**config.mk**
```make
export PLATFORM = sky130hd
export DESIGN_NAME = sync_fifo_flat
export DESIGN_NICKNAME = d
export VERILOG_FILES = /design/src/rtl/sync_fifo_if.sv /design/src/rtl/sync_fifo.sv /design/src/flat_wrapper.sv
export SDC_FILE = /design/constraint.sdc
export NUM_CORES = 1
export LEC_CHECK = 0
export CORE_MARGIN = 2
export CORE_UTILIZATION = 50
export CTS_CLUSTER_DIAMETER = 30
export CTS_CLUSTER_SIZE = 25
export DETAILED_ROUTE_END_ITERATION = 10
export PLACE_DENSITY = 0.76
export SLEW_MARGIN = 30
export SYNTH_ARGS = -nofsm -noshare
export SYNTH_HDL_FRONTEND = slang
export SYNTH_SLANG_ARGS = --single-unit
```
**constraint.sdc**
```tcl
create_clock -name clk -period 4.3 [get_ports clk]
set_input_delay 0.86 -clock clk [delete_from_list [all_inputs] [get_ports clk]]
set_output_delay 0.86 -clock clk [all_outputs]
set_load 0.05 [all_outputs]
```
**src/rtl/sync_fifo_if.sv**
```systemverilog
// Write/read request and status bundle for sync_fifo.
// master drives requests and write data; slave is the FIFO side.
interface sync_fifo_if #(
    parameter int fifo_width = 8
);
    logic                  fifo_write;
    logic [fifo_width-1:0] fifo_data_in;
    logic                  fifo_read;
    logic [fifo_width-1:0] fifo_data_out;
    logic                  fifo_full;
    logic                  fifo_empty;
    logic                  fifo_almost_full;
    logic                  fifo_almost_empty;
    logic                  fifo_overflow;
    logic                  fifo_underflow;

    modport master (
        output fifo_write, fifo_data_in, fifo_read,
        input  fifo_data_out, fifo_full, fifo_empty, fifo_almost_full,
               fifo_almost_empty, fifo_overflow, fifo_underflow
    );

    modport slave (
        input  fifo_write, fifo_data_in, fifo_read,
        output fifo_data_out, fifo_full, fifo_empty, fifo_almost_full,
               fifo_almost_empty, fifo_overflow, fifo_underflow
    );
endinterface

```
**src/rtl/sync_fifo.sv**
```systemverilog
// Single-clock FIFO with count-decoded status and sticky overflow/underflow flags.
// Latency: registered read data appears one clock after an accepted read.
// Backpressure: writes to a full FIFO are dropped unless a read frees the slot that same cycle.
module sync_fifo #(
    parameter int fifo_depth      = 8,
    parameter int fifo_width      = 8,
    parameter int almost_full_th  = 6,
    parameter int almost_empty_th = 2
) (
    input logic       clk,
    input logic       rst,
    sync_fifo_if.slave fif
);
    localparam int AW = $clog2(fifo_depth);
    localparam logic [AW:0] DEPTH_C = (AW+1)'(fifo_depth);
    localparam logic [AW:0] AF_TH   = (AW+1)'(almost_full_th);
    localparam logic [AW:0] AE_TH   = (AW+1)'(almost_empty_th);

    logic [AW-1:0]         rd_ptr;
    logic [AW-1:0]         wr_ptr;
    logic [AW:0]           cnt;
    logic [fifo_width-1:0] mem [fifo_depth];
    logic [fifo_width-1:0] data_out_q;
    logic                  overflow_q;
    logic                  underflow_q;
    logic                  wr_ok;
    logic                  rd_ok;

    // A read frees a slot in the same cycle, so a full FIFO may still accept a write.
    assign wr_ok = fif.fifo_write && (!fif.fifo_full || fif.fifo_read);
    assign rd_ok = fif.fifo_read && !fif.fifo_empty;

    assign fif.fifo_full         = (cnt == DEPTH_C);
    assign fif.fifo_empty        = (cnt == '0);
    assign fif.fifo_almost_full  = (cnt >= AF_TH);
    assign fif.fifo_almost_empty = (cnt <= AE_TH);
    assign fif.fifo_data_out     = data_out_q;
    assign fif.fifo_overflow     = overflow_q;
    assign fif.fifo_underflow    = underflow_q;

    always_ff @(posedge clk) begin
        if (rst) begin
            rd_ptr      <= '0;
            wr_ptr      <= '0;
            cnt         <= '0;
            data_out_q  <= '0;
            overflow_q  <= 1'b0;
            underflow_q <= 1'b0;
        end else begin
            if (wr_ok)
                wr_ptr <= wr_ptr + AW'(1);
            if (rd_ok) begin
                data_out_q <= mem[rd_ptr];
                rd_ptr     <= rd_ptr + AW'(1);
            end
            if (wr_ok && !rd_ok)
                cnt <= cnt + (AW+1)'(1);
            else if (rd_ok && !wr_ok)
                cnt <= cnt - (AW+1)'(1);
            if (fif.fifo_write && !wr_ok)
                overflow_q <= 1'b1;
            if (fif.fifo_read && !rd_ok)
                underflow_q <= 1'b1;
        end
    end

    // Storage is not reset; on a full read+write the old entry is read before this update lands.
    always_ff @(posedge clk) begin
        if (!rst && wr_ok)
            mem[wr_ptr] <= fif.fifo_data_in;
    end
endmodule
```
**src/flat_wrapper.sv**
```systemverilog
// flat-port wrapper written by rule: the top's interface ports become plain ports
module sync_fifo_flat 
#(
    parameter int fifo_depth      = 8,
    parameter int fifo_width      = 8,
    parameter int almost_full_th  = 6,
    parameter int almost_empty_th = 2
)
  (clk, rst, fif_fifo_write, fif_fifo_data_in, fif_fifo_read, fif_fifo_data_out, fif_fifo_full, fif_fifo_empty, fif_fifo_almost_full, fif_fifo_almost_empty, fif_fifo_overflow, fif_fifo_underflow);
  sync_fifo_if #(.fifo_width(fifo_width)) fif_i ();
  input logic clk;
  input logic rst;
  input wire logic [$bits(fif_i.fifo_write)-1:0] fif_fifo_write;
  input wire logic [$bits(fif_i.fifo_data_in)-1:0] fif_fifo_data_in;
  input wire logic [$bits(fif_i.fifo_read)-1:0] fif_fifo_read;
  output wire logic [$bits(fif_i.fifo_data_out)-1:0] fif_fifo_data_out;
  output wire logic [$bits(fif_i.fifo_full)-1:0] fif_fifo_full;
  output wire logic [$bits(fif_i.fifo_empty)-1:0] fif_fifo_empty;
  output wire logic [$bits(fif_i.fifo_almost_full)-1:0] fif_fifo_almost_full;
  output wire logic [$bits(fif_i.fifo_almost_empty)-1:0] fif_fifo_almost_empty;
  output wire logic [$bits(fif_i.fifo_overflow)-1:0] fif_fifo_overflow;
  output wire logic [$bits(fif_i.fifo_underflow)-1:0] fif_fifo_underflow;
  assign fif_i.fifo_write = fif_fifo_write;
  assign fif_i.fifo_data_in = fif_fifo_data_in;
  assign fif_i.fifo_read = fif_fifo_read;
  assign fif_fifo_data_out = fif_i.fifo_data_out;
  assign fif_fifo_full = fif_i.fifo_full;
  assign fif_fifo_empty = fif_i.fifo_empty;
  assign fif_fifo_almost_full = fif_i.fifo_almost_full;
  assign fif_fifo_almost_empty = fif_i.fifo_almost_empty;
  assign fif_fifo_overflow = fif_i.fifo_overflow;
  assign fif_fifo_underflow = fif_i.fifo_underflow;
  sync_fifo #(.fifo_depth(fifo_depth), .fifo_width(fifo_width), .almost_full_th(almost_full_th), .almost_empty_th(almost_empty_th)) u_core (.clk(clk), .rst(rst), .fif(fif_i));
endmodule
```
# == Yosys cells after proc, flatten, opt, wreduce, memory -nomap -nowiden ==
# Memory sizes are Yosys's and may differ from the RTL's. A register that Yosys moved wholly into a read port is not among the register bits.
# Cells that the tools add are included.
# classes
addsub,4
n_lt_le_gt_ge,2
n_mux,4
reduce_logical,15
n_eq_ne,1
# ops
cell,count
4-bit 2-to-1 mux,2
1-bit logical AND,7
"3-bit by 1-bit adder with 3-bit output, second input constant",2
1-bit logical NOT,5
"4-bit by 1-bit adder with 4-bit output, second input constant",1
"4-bit equality test, second input constant",1
"4-bit by 3-bit >= comparator with 1-bit output, second input constant",1
"4-bit by 2-bit less-or-equal comparator with 1-bit output, second input constant",1
4-bit logical NOT,1
"4-bit by 1-bit subtractor with 4-bit output, second input constant",1
1-bit 2-to-1 mux,2
2-bit nonzero test,1
1-bit logical OR,1
# word_totals
n_memories,1
ff_bits,12
ram_bits,64
# mem_list
memory,words,word_bits,read_ports,rd_clocked_by_memory_dff,wr,line,rtl
u_core.mem,8,8,1,1,1,sync_fifo.sv:22,logic [fifo_width-1:0] mem [fifo_depth];

# == Depth between registers and ports, before layout ==
# depth
ltp_word,8
depth_mapped,10

# == Worst setup path before layout ==
# Ideal clock, no wire load.
# synth_path
path_type,register to output
start,register u_core.cnt[0]
end,output port fif_fifo_empty
n_path_buf,0
setup_slack_ps,1456
t_arrival_ps,1984
path_stages_with_launch,2
cell_sequence,dfxtp_1 -> nor4_1
# synth_between
elab_chain_cells,1
# synth_lines
item,line,rtl
from (decl),sync_fifo.sv:21,logic [AW:0] cnt;
from (signal assigned),sync_fifo.sv:57,cnt <= cnt + (AW+1)'(1);
from (signal assigned),sync_fifo.sv:59,cnt <= cnt - (AW+1)'(1);
4-bit logical NOT,sync_fifo.sv:34,assign fif.fifo_empty = (cnt == '0);
to (decl),flat_wrapper.sv:18,output wire logic [$bits(fif_i.fifo_empty)-1:0] fif_fifo_empty;
# Every way passes these cells.

# == Worst setup path after layout ==
# layout_path
start,input port fif_fifo_read
end,register u_core.cnt[3]
# layout_between
elab_chain_cells,5
elab_cells_between_ends,9
cone_classes,1 x mux; 8 x reduce/logical
# layout_lines
item,line,rtl
from (decl),flat_wrapper.sv:15,input wire logic [$bits(fif_i.fifo_read)-1:0] fif_fifo_read;
1-bit logical OR,sync_fifo.sv:30,assign wr_ok = fif.fifo_write && (!fif.fifo_full || fif.fifo_read);
1-bit logical AND,sync_fifo.sv:30,
1-bit logical NOT,sync_fifo.sv:58,else if (rd_ok && !wr_ok)
1-bit logical AND,sync_fifo.sv:58,
2-bit nonzero test (no source line),--,
# Several ways; a longest one is shown, not always the timed one.
# A chain may end at the register's enable or synchronous reset.

==> results.cfg <==
[synthesis]
avgSynthCellArea_um2 = 16.4
synth_top_area_share = 0.581
synth_top_family_by_area = multiplexers
synth-main-ff-cell = edfxtp_1
synth_seq_cells = 84
syn_area_mm2 = 0.00331
yosys.area_share.simple = 0.0756
syn-num-nets = 220
synth_area_leaders = edfxtp_1 (58%), dfxtp_1 (12%), mux4_2 (11%)
yosysWarningCount = 0
synth_xor_area_frac = 0.0181
synth-compound-area-share = 0.0420
synth_top_cell_by_area = edfxtp_1
synthAdderAreaFrac = 0.0250
postSynthCellCount = 202
synthDistinctLibCells = 35
async_reset_ff_frac = 0
ys_seq_area_frac = 0.702
synth_edf_count = 64
synthMuxAreaShare = 0.118

[min_path]
min_to = u_core.fif.fifo_underflow
hold_start = u_core.fif.fifo_underflow
whs_path_depth = 2
hold_class = flip-flop to flip-flop

[detailed_routing]
drt_iter0_markers = 104
wl_per_cell_um = 18.0
first_pass_iters = 4
drt-vias-per-instance = 5.58
drtAntennaViolNets = 0
vias = 1785
drc = 0
routed_wl_um = 5760

[place]
placed_cell_area_mm2 = 0.00370
hpwl_um = 3650
io_buffers = 25
gp_congestion = 0.739

[die]
num_rows = 29
core_mm2 = 0.00639
initial_core_util = 0.518
io_pins = 26
die_height_um = 85.4
die-area_mm2 = 0.00729
die_width_um = 85.4

[grt]
track_usage = 0.176
antenna_found_initial = 0
grt_pass1_wl_um = 9260
grt_max_degree = 26
overflow = 0
grt_pass1_vias = 1753

[critical_path]
cp-startpoint = fif_fifo_read
cp.required_ns = 4.53
end_kind = flip-flop
slowest_delay_ns = 0.60
reg2reg_from = u_core.cnt[0]
reg2reg_slack_ns = 1.43
reg2regPathDepth = 10
crit_fanout = 14
path_cells = clkdlybuf4s50_1 > o41a_1 > buf_4 > inv_1 > ha_1 > inv_1 > ha_1 > a21oi_1 > a211oi_1 > a31oi_1 > mux2_2
critPathKind = primary input to flip-flop
cpMaxStageDelayCell = clkdlybuf4s50_1
worst_ep_arrival_time_ns = 3.33
critPathLaunchType = primary input
r2r_end = u_core.cnt[3]

[cts]
root_buffer = clkbuf_8
cts_buffer_depth = 2
cts_tree = done
tritoncts.num_buffers = 9
insertion_delay_ns = 0.34
clk_pin_slew_ns = 0.08
cts_resized = 0
postCtsSetupBuffers = 0
holdBufCountCts = 0
clock_sinks = 84
cts_max_level = 3

[sta]
fin_crit_sh = 0.720
skew_ns = 0.0106
setup_viol = 0
tightest_slew_ns = 0.847
min_period_ns = 3.10
rsz0062_at_grt = false
whs_ns = 0.476
tns_ns = 0
slew-limit-headroom = 0.435
fmax_mhz = 323
hold_viol = 0
slew_viol_final = 0

[finish]
drive_gt1_frac = 0.206
fin_util = 0.609
diodes = 0
area_growth_pct = 17.5
nets = 256
final_cell_area_mm2 = 0.00389

[power_and_ir_drop]
clkPwrFrac = 0.232
p_per_area_mw_per_mm2 = 587
total_power_mw = 2.28
swShare = 0.329
p_leak_nw = 1.30
intPower_mw = 1.53
ir_drop_mv = 0.356
power_frac_seq = 0.465
p_sw_uw = 752
combPwrFrac = 0.303

[flow_run]
drv_cap = 0

[run_status]
status = finished clean
## state kept, by name, indices dropped and copies added (netlist names)
register	flops
u_core.cnt	4
u_core.fif.fifo_data_out	8
u_core.fif.fifo_overflow	1
u_core.fif.fifo_underflow	1
u_core.mem	64
u_core.rd_ptr	3
u_core.wr_ptr	3
## power by group through the flow
| stage | logic, mW | registers, mW | clock network, mW |
|---|---|---|---|
| after global routing | 0.743 | 1.08 | 0.575 |
| final | 0.691 | 1.06 | 0.529 |
| after detailed placement | 0.697 | 1.08 | 0 |
| after floorplan | 0.458 | 1.12 | 0 |
| after CTS | 0.699 | 1.07 | 0.543 |
| after global placement | 0.685 | 1.08 | 0 |
## worst max-delay path, delay by kind of cell
| family | cells | cell delay, ns |
|---|---|---|
| muxes | 1 | 0.35 |
| buffers and inverters | 4 | 0.99 |
| adders and majority gates | 2 | 0.48 |
| AOI/OAI and AO/OA | 4 | 0.65 |
## worst max-delay path by stage
stage / endpoint / slack, ns / cells after the start
2_1_floorplan: fif_fifo_empty / 1.46 / 1
3_3_place_gp: u_core.cnt[3] / 0.90 / 11
3_5_place_dp: u_core.cnt[3] / 0.86 / 11
4_1_cts: fif_fifo_full / 1.20 / 3
5_1_grt: u_core.cnt[3] / 1.08 / 11
6_report: u_core.cnt[3] / 1.20 / 11
## per-stage QoR
step,worst slack (ns),cells
after detailed placement,0.856,304
after floorplan,1.46,202
after CTS,1.20,320
final,1.20,320
after global placement,0.904,304
after global routing,1.08,320
## cell usage in the layout, fill, tap and decap left out, types with 2 or more instances in the layout
| cell | Yosys | final |
|---|---|---|
| a211oi_1 | 2 | 2 |
| a21oi_1 | 5 | 5 |
| buf_4 | 2 | 10 |
| clkbuf_8 | 0 | 9 |
| clkdlybuf4s50_1 | 0 | 25 |
| clkinv_1 | 0 | 3 |
| dfxtp_1 | 20 | 19 |
| edfxtp_1 | 64 | 64 |
| ha_1 | 5 | 5 |
| inv_1 | 3 | 3 |
| mux2i_1 | 2 | 2 |
| mux4_2 | 16 | 16 |
| nand2_1 | 6 | 6 |
| nor2_1 | 27 | 26 |
| nor3_1 | 10 | 10 |
| o22ai_1 | 8 | 8 |
| xnor2_1 | 2 | 2 |
| xor2_1 | 3 | 3 |
## cell usage after synthesis (3+ instances only)
master    count
a21oi_1       5
buf_2         3
clkbuf_1      5
dfxtp_1      20
edfxtp_1     64
ha_1          5
inv_1         3
mux4_2       16
nand2_1       6
nor2_1       27
nor3_1       10
o22ai_1       8
xor2_1        3
## cell families after synthesis
logic type,count (synthesis)
adders and majority gates,6
xor gates and xnor gates,6
buffers and inverters,14
DFF,84
AOI/OAI and AO/OA,20
and+or+nand+nor,53
muxes,19
## layout make-up
class                   instances  area (µm²)
fillers                       481        2500
flip-flops and latches         84        2320
multi-input cells             104         938
repair buffers                 35         325
clock buffers                   9         124
well taps                      77        96.3
clock inverters                 7        66.3
inverters                       4        15.0
## metal layers
| layer | track usage | vias to the layer above | share of wire |
|---|---|---|---|
| met5 | 0 | - | 0 |
| met4 | 0.0606 | 0 | 0.013 |
| met3 | 0.0486 | 6 | 0.045 |
| met2 | 0.264 | 39 | 0.48 |
| met1 | 0.250 | 888 | 0.46 |
| li1 | - | 852 | - |
(Power assumes the default switching activity.)
==> RTL change, RTL diff (config.mk and constraints unchanged) <==
`fifo_depth` is set to 8 in 2 places; all go to 16.
--- a/src/rtl/sync_fifo.sv
+++ b/src/rtl/sync_fifo.sv
@@ -2,7 +2,7 @@
 // Latency: registered read data appears one clock after an accepted read.
 // Backpressure: writes to a full FIFO are dropped unless a read frees the slot that same cycle.
 module sync_fifo #(
-    parameter int fifo_depth      = 8,
+    parameter int fifo_depth      = 16,
     parameter int fifo_width      = 8,
     parameter int almost_full_th  = 6,
     parameter int almost_empty_th = 2
--- a/src/flat_wrapper.sv
+++ b/src/flat_wrapper.sv
@@ -1,7 +1,7 @@
 // flat-port wrapper written by rule: the top's interface ports become plain ports
 module sync_fifo_flat 
 #(
-    parameter int fifo_depth      = 8,
+    parameter int fifo_depth      = 16,
     parameter int fifo_width      = 8,
     parameter int almost_full_th  = 6,
     parameter int almost_empty_th = 2
Check against the original RTL: not equivalent (a bounded check fails within 10 cycles, from zero or initial values and one cycle with rst high).
==> RTL change against the original RTL <==
Cell area up 81%. Sequential cell count rose by 67. Setup slack worse by 0.083 ns. Area after synthesis grew 82%. Wire length increased by 110%. Sequential share of layout area rose by 1.6 points. Total power up 84%. Combinational power is 34% higher. Clock power rose to 2.8 times the old value. Largest cell class unchanged. Largest power group unchanged.
==> RTL change: results (changes against the original RTL) <==
| Metric | Value |
|---|---|
| Status | `finished, final reports clean` |
| WL/cell | `21.1 um (+17%)` |
| Peak supply drop | `0.298 mV (-16%)` |
| Setup Skew | `0.00760 ns (-0.00301 ns)` |
| Least-Margin Pin Slew | `0.985 ns (+0.139 ns)` |
| Multi-input gate area | `0.00160 mm2 (+70%)` |
| Drt total wl | `11.9 mm (+110%)` |
| DP Worst Slack | `0.730 ns (-0.126 ns)` |
| Layout fillers | `892 (+85%)` |
| Layout cells sized above 1 | `14.4% (-6.2 points)` |
| Layout non-clock buf frac | `4.10% (-4.3 points)` |
| M3 GR Usage | `4.94% (+0.078 points)` |
| Inverters | `11 (+7)` |
| Seq/Total Area, Yosys | `71.3% (+1.1 points)` |
| Clk pin slew, worst setup/hold paths | `0.06 ns (-0.02 ns)` |
| Crit path largest cell delay | `0.48 ns (-0.12 ns)` |
| Cts bufs inserted | `17 (+8)` |
| Clock buffers | `18 (+9)` |
| Number of global-route vias before repair | `3,304 (+88%)` |
| R2R depth | `11 (+1)` |
| Reg2reg setup slack | `1.28 ns (-0.15 ns)` |
| Met1 Usage GRT | `26.0% (+1.0 points)` |
| Metal3 WL | `720 um (+170%)` |
| Top fanout value on the critical path | `9 (-5)` |
| H-tree depth | `4 (+1)` |
| Non-CTS buffers | `30 (-14%)` |
| CTS Root Cell | `clkbuf_16` |
| Total Routing Usage GR | `19.9% (+2.3 points)` |
| GPL Wtd Cong | `0.794 (+7.5%)` |
| Hold EP | `u_core.fif.fifo_overflow$_SDFFE_PP0P_` |
| ClkCell Share | `8.59% (+3.7 points)` |
| Area contributors post-synth | `edfxtp_1 64%, dfxtp_1 7.6%, mux4_2 6.0%, mux2i_1 5.8%, nor2_1 2.9%` |
| Met2 usage | `31.7% (+5.3 points)` |
| Initial detailed-routing violation count | `213 (+100%)` |
| Sequential share of cell area | `61.4% (+1.6 points)` |
| DP Wirelength | `7.38 mm (+100%)` |
| Area after DPL | `0.00642 mm2 (+74%)` |
| R2R Path End | `u_core.cnt[4]$_SDFFE_PP0P_` |
| Leak pwr | `2.28 nW (+76%)` |
| Comb_multi_in | `193 (+86%)` |
| Post-Route M1 WL | `5.11 mm (+93%)` |
| Via density | `5.75 (+3.1%)` |
| EDFF count, synth | `128 (+100%)` |
| Global-route wire length before repair | `18.6 mm (+100%)` |
| Top Family by Delay on Critical Path | `compound AO/OA/AOI/OAI gates` |
| Worst-Skew Late Latency | `0.43 ns (+0.09 ns)` |
| Top cells by count, synth | `128 x edfxtp_1, 47 x nor2_1, 35 x mux2i_1, 23 x dfxtp_1` |
| Largest net degree at the start of global routing | `34 (+31%)` |
| R2r startpoint | `u_core.cnt[1]$_SDFFE_PP0P_` |
| Post-Syn Area per Cell | `16.2 um2 (-1.2%)` |
## RTL change: cell types whose count changed after synthesis, sizes merged, moves of 5 or more
cell    change
buf         +6
inv         +7
ha          +5
a22o        +8
edfxtp     +64
nor2       +20
o22ai       +8
mux2i      +33
nor4        +7
## RTL change: worst reg2reg max path, stage by stage, from the launching register on
cell and delay, ns:
dfxtp_1 0.37, nor4_2 0.45, a21oi_1 0.13, buf_4 0.21
inv_2 0.19, ha_1 0.25, inv_1 0.13, ha_1 0.31
a21o_1 0.16, a21oi_1 0.17, mux2i_1 0.21, mux2_2 0.34
## RTL change: logic make-up after synthesis
group | share of synthesized area [%]
DFF | 71.3
and+or+nand+nor | 6.67
muxes | 12.0
AOI/OAI and AO/OA | 4.12
buffers and inverters | 2.28
adders and majority gates | 2.40
xor gates and xnor gates | 1.31
## RTL change: where the power goes
group | switching (mW) | total [mW] | internal, mW
sequential | 0.106 | 1.77 | 1.66
clock | 0.583 | 1.50 | 0.917
combinational | 0.549 | 0.929 | 0.380
## RTL change: how the worst max path moves through the flow
stage | slack [ns] | cells past startpoint | to
4_1_cts | 1.15 | 3 | fif_fifo_empty
3_5_place_dp | 0.73 | 10 | u_core.cnt[4]$_SDFFE_PP0P_
3_3_place_gp | 0.79 | 10 | u_core.cnt[4]$_SDFFE_PP0P_
2_1_floorplan | 0.61 | 1 | fif_fifo_almost_empty
6_report | 1.12 | 10 | u_core.cnt[4]$_SDFFE_PP0P_
5_1_grt | 0.94 | 10 | u_core.cnt[4]$_SDFFE_PP0P_
## RTL change: per-stage QoR
stage,utilization [%],hold slack [ns]
6_report,59.0,0.496
5_1_grt,59.0,0.514
4_1_cts,58.9,0.497
3_5_place_dp,53.9,0.481
3_3_place_gp,53.9,0.453
2_1_floorplan,-,0.530
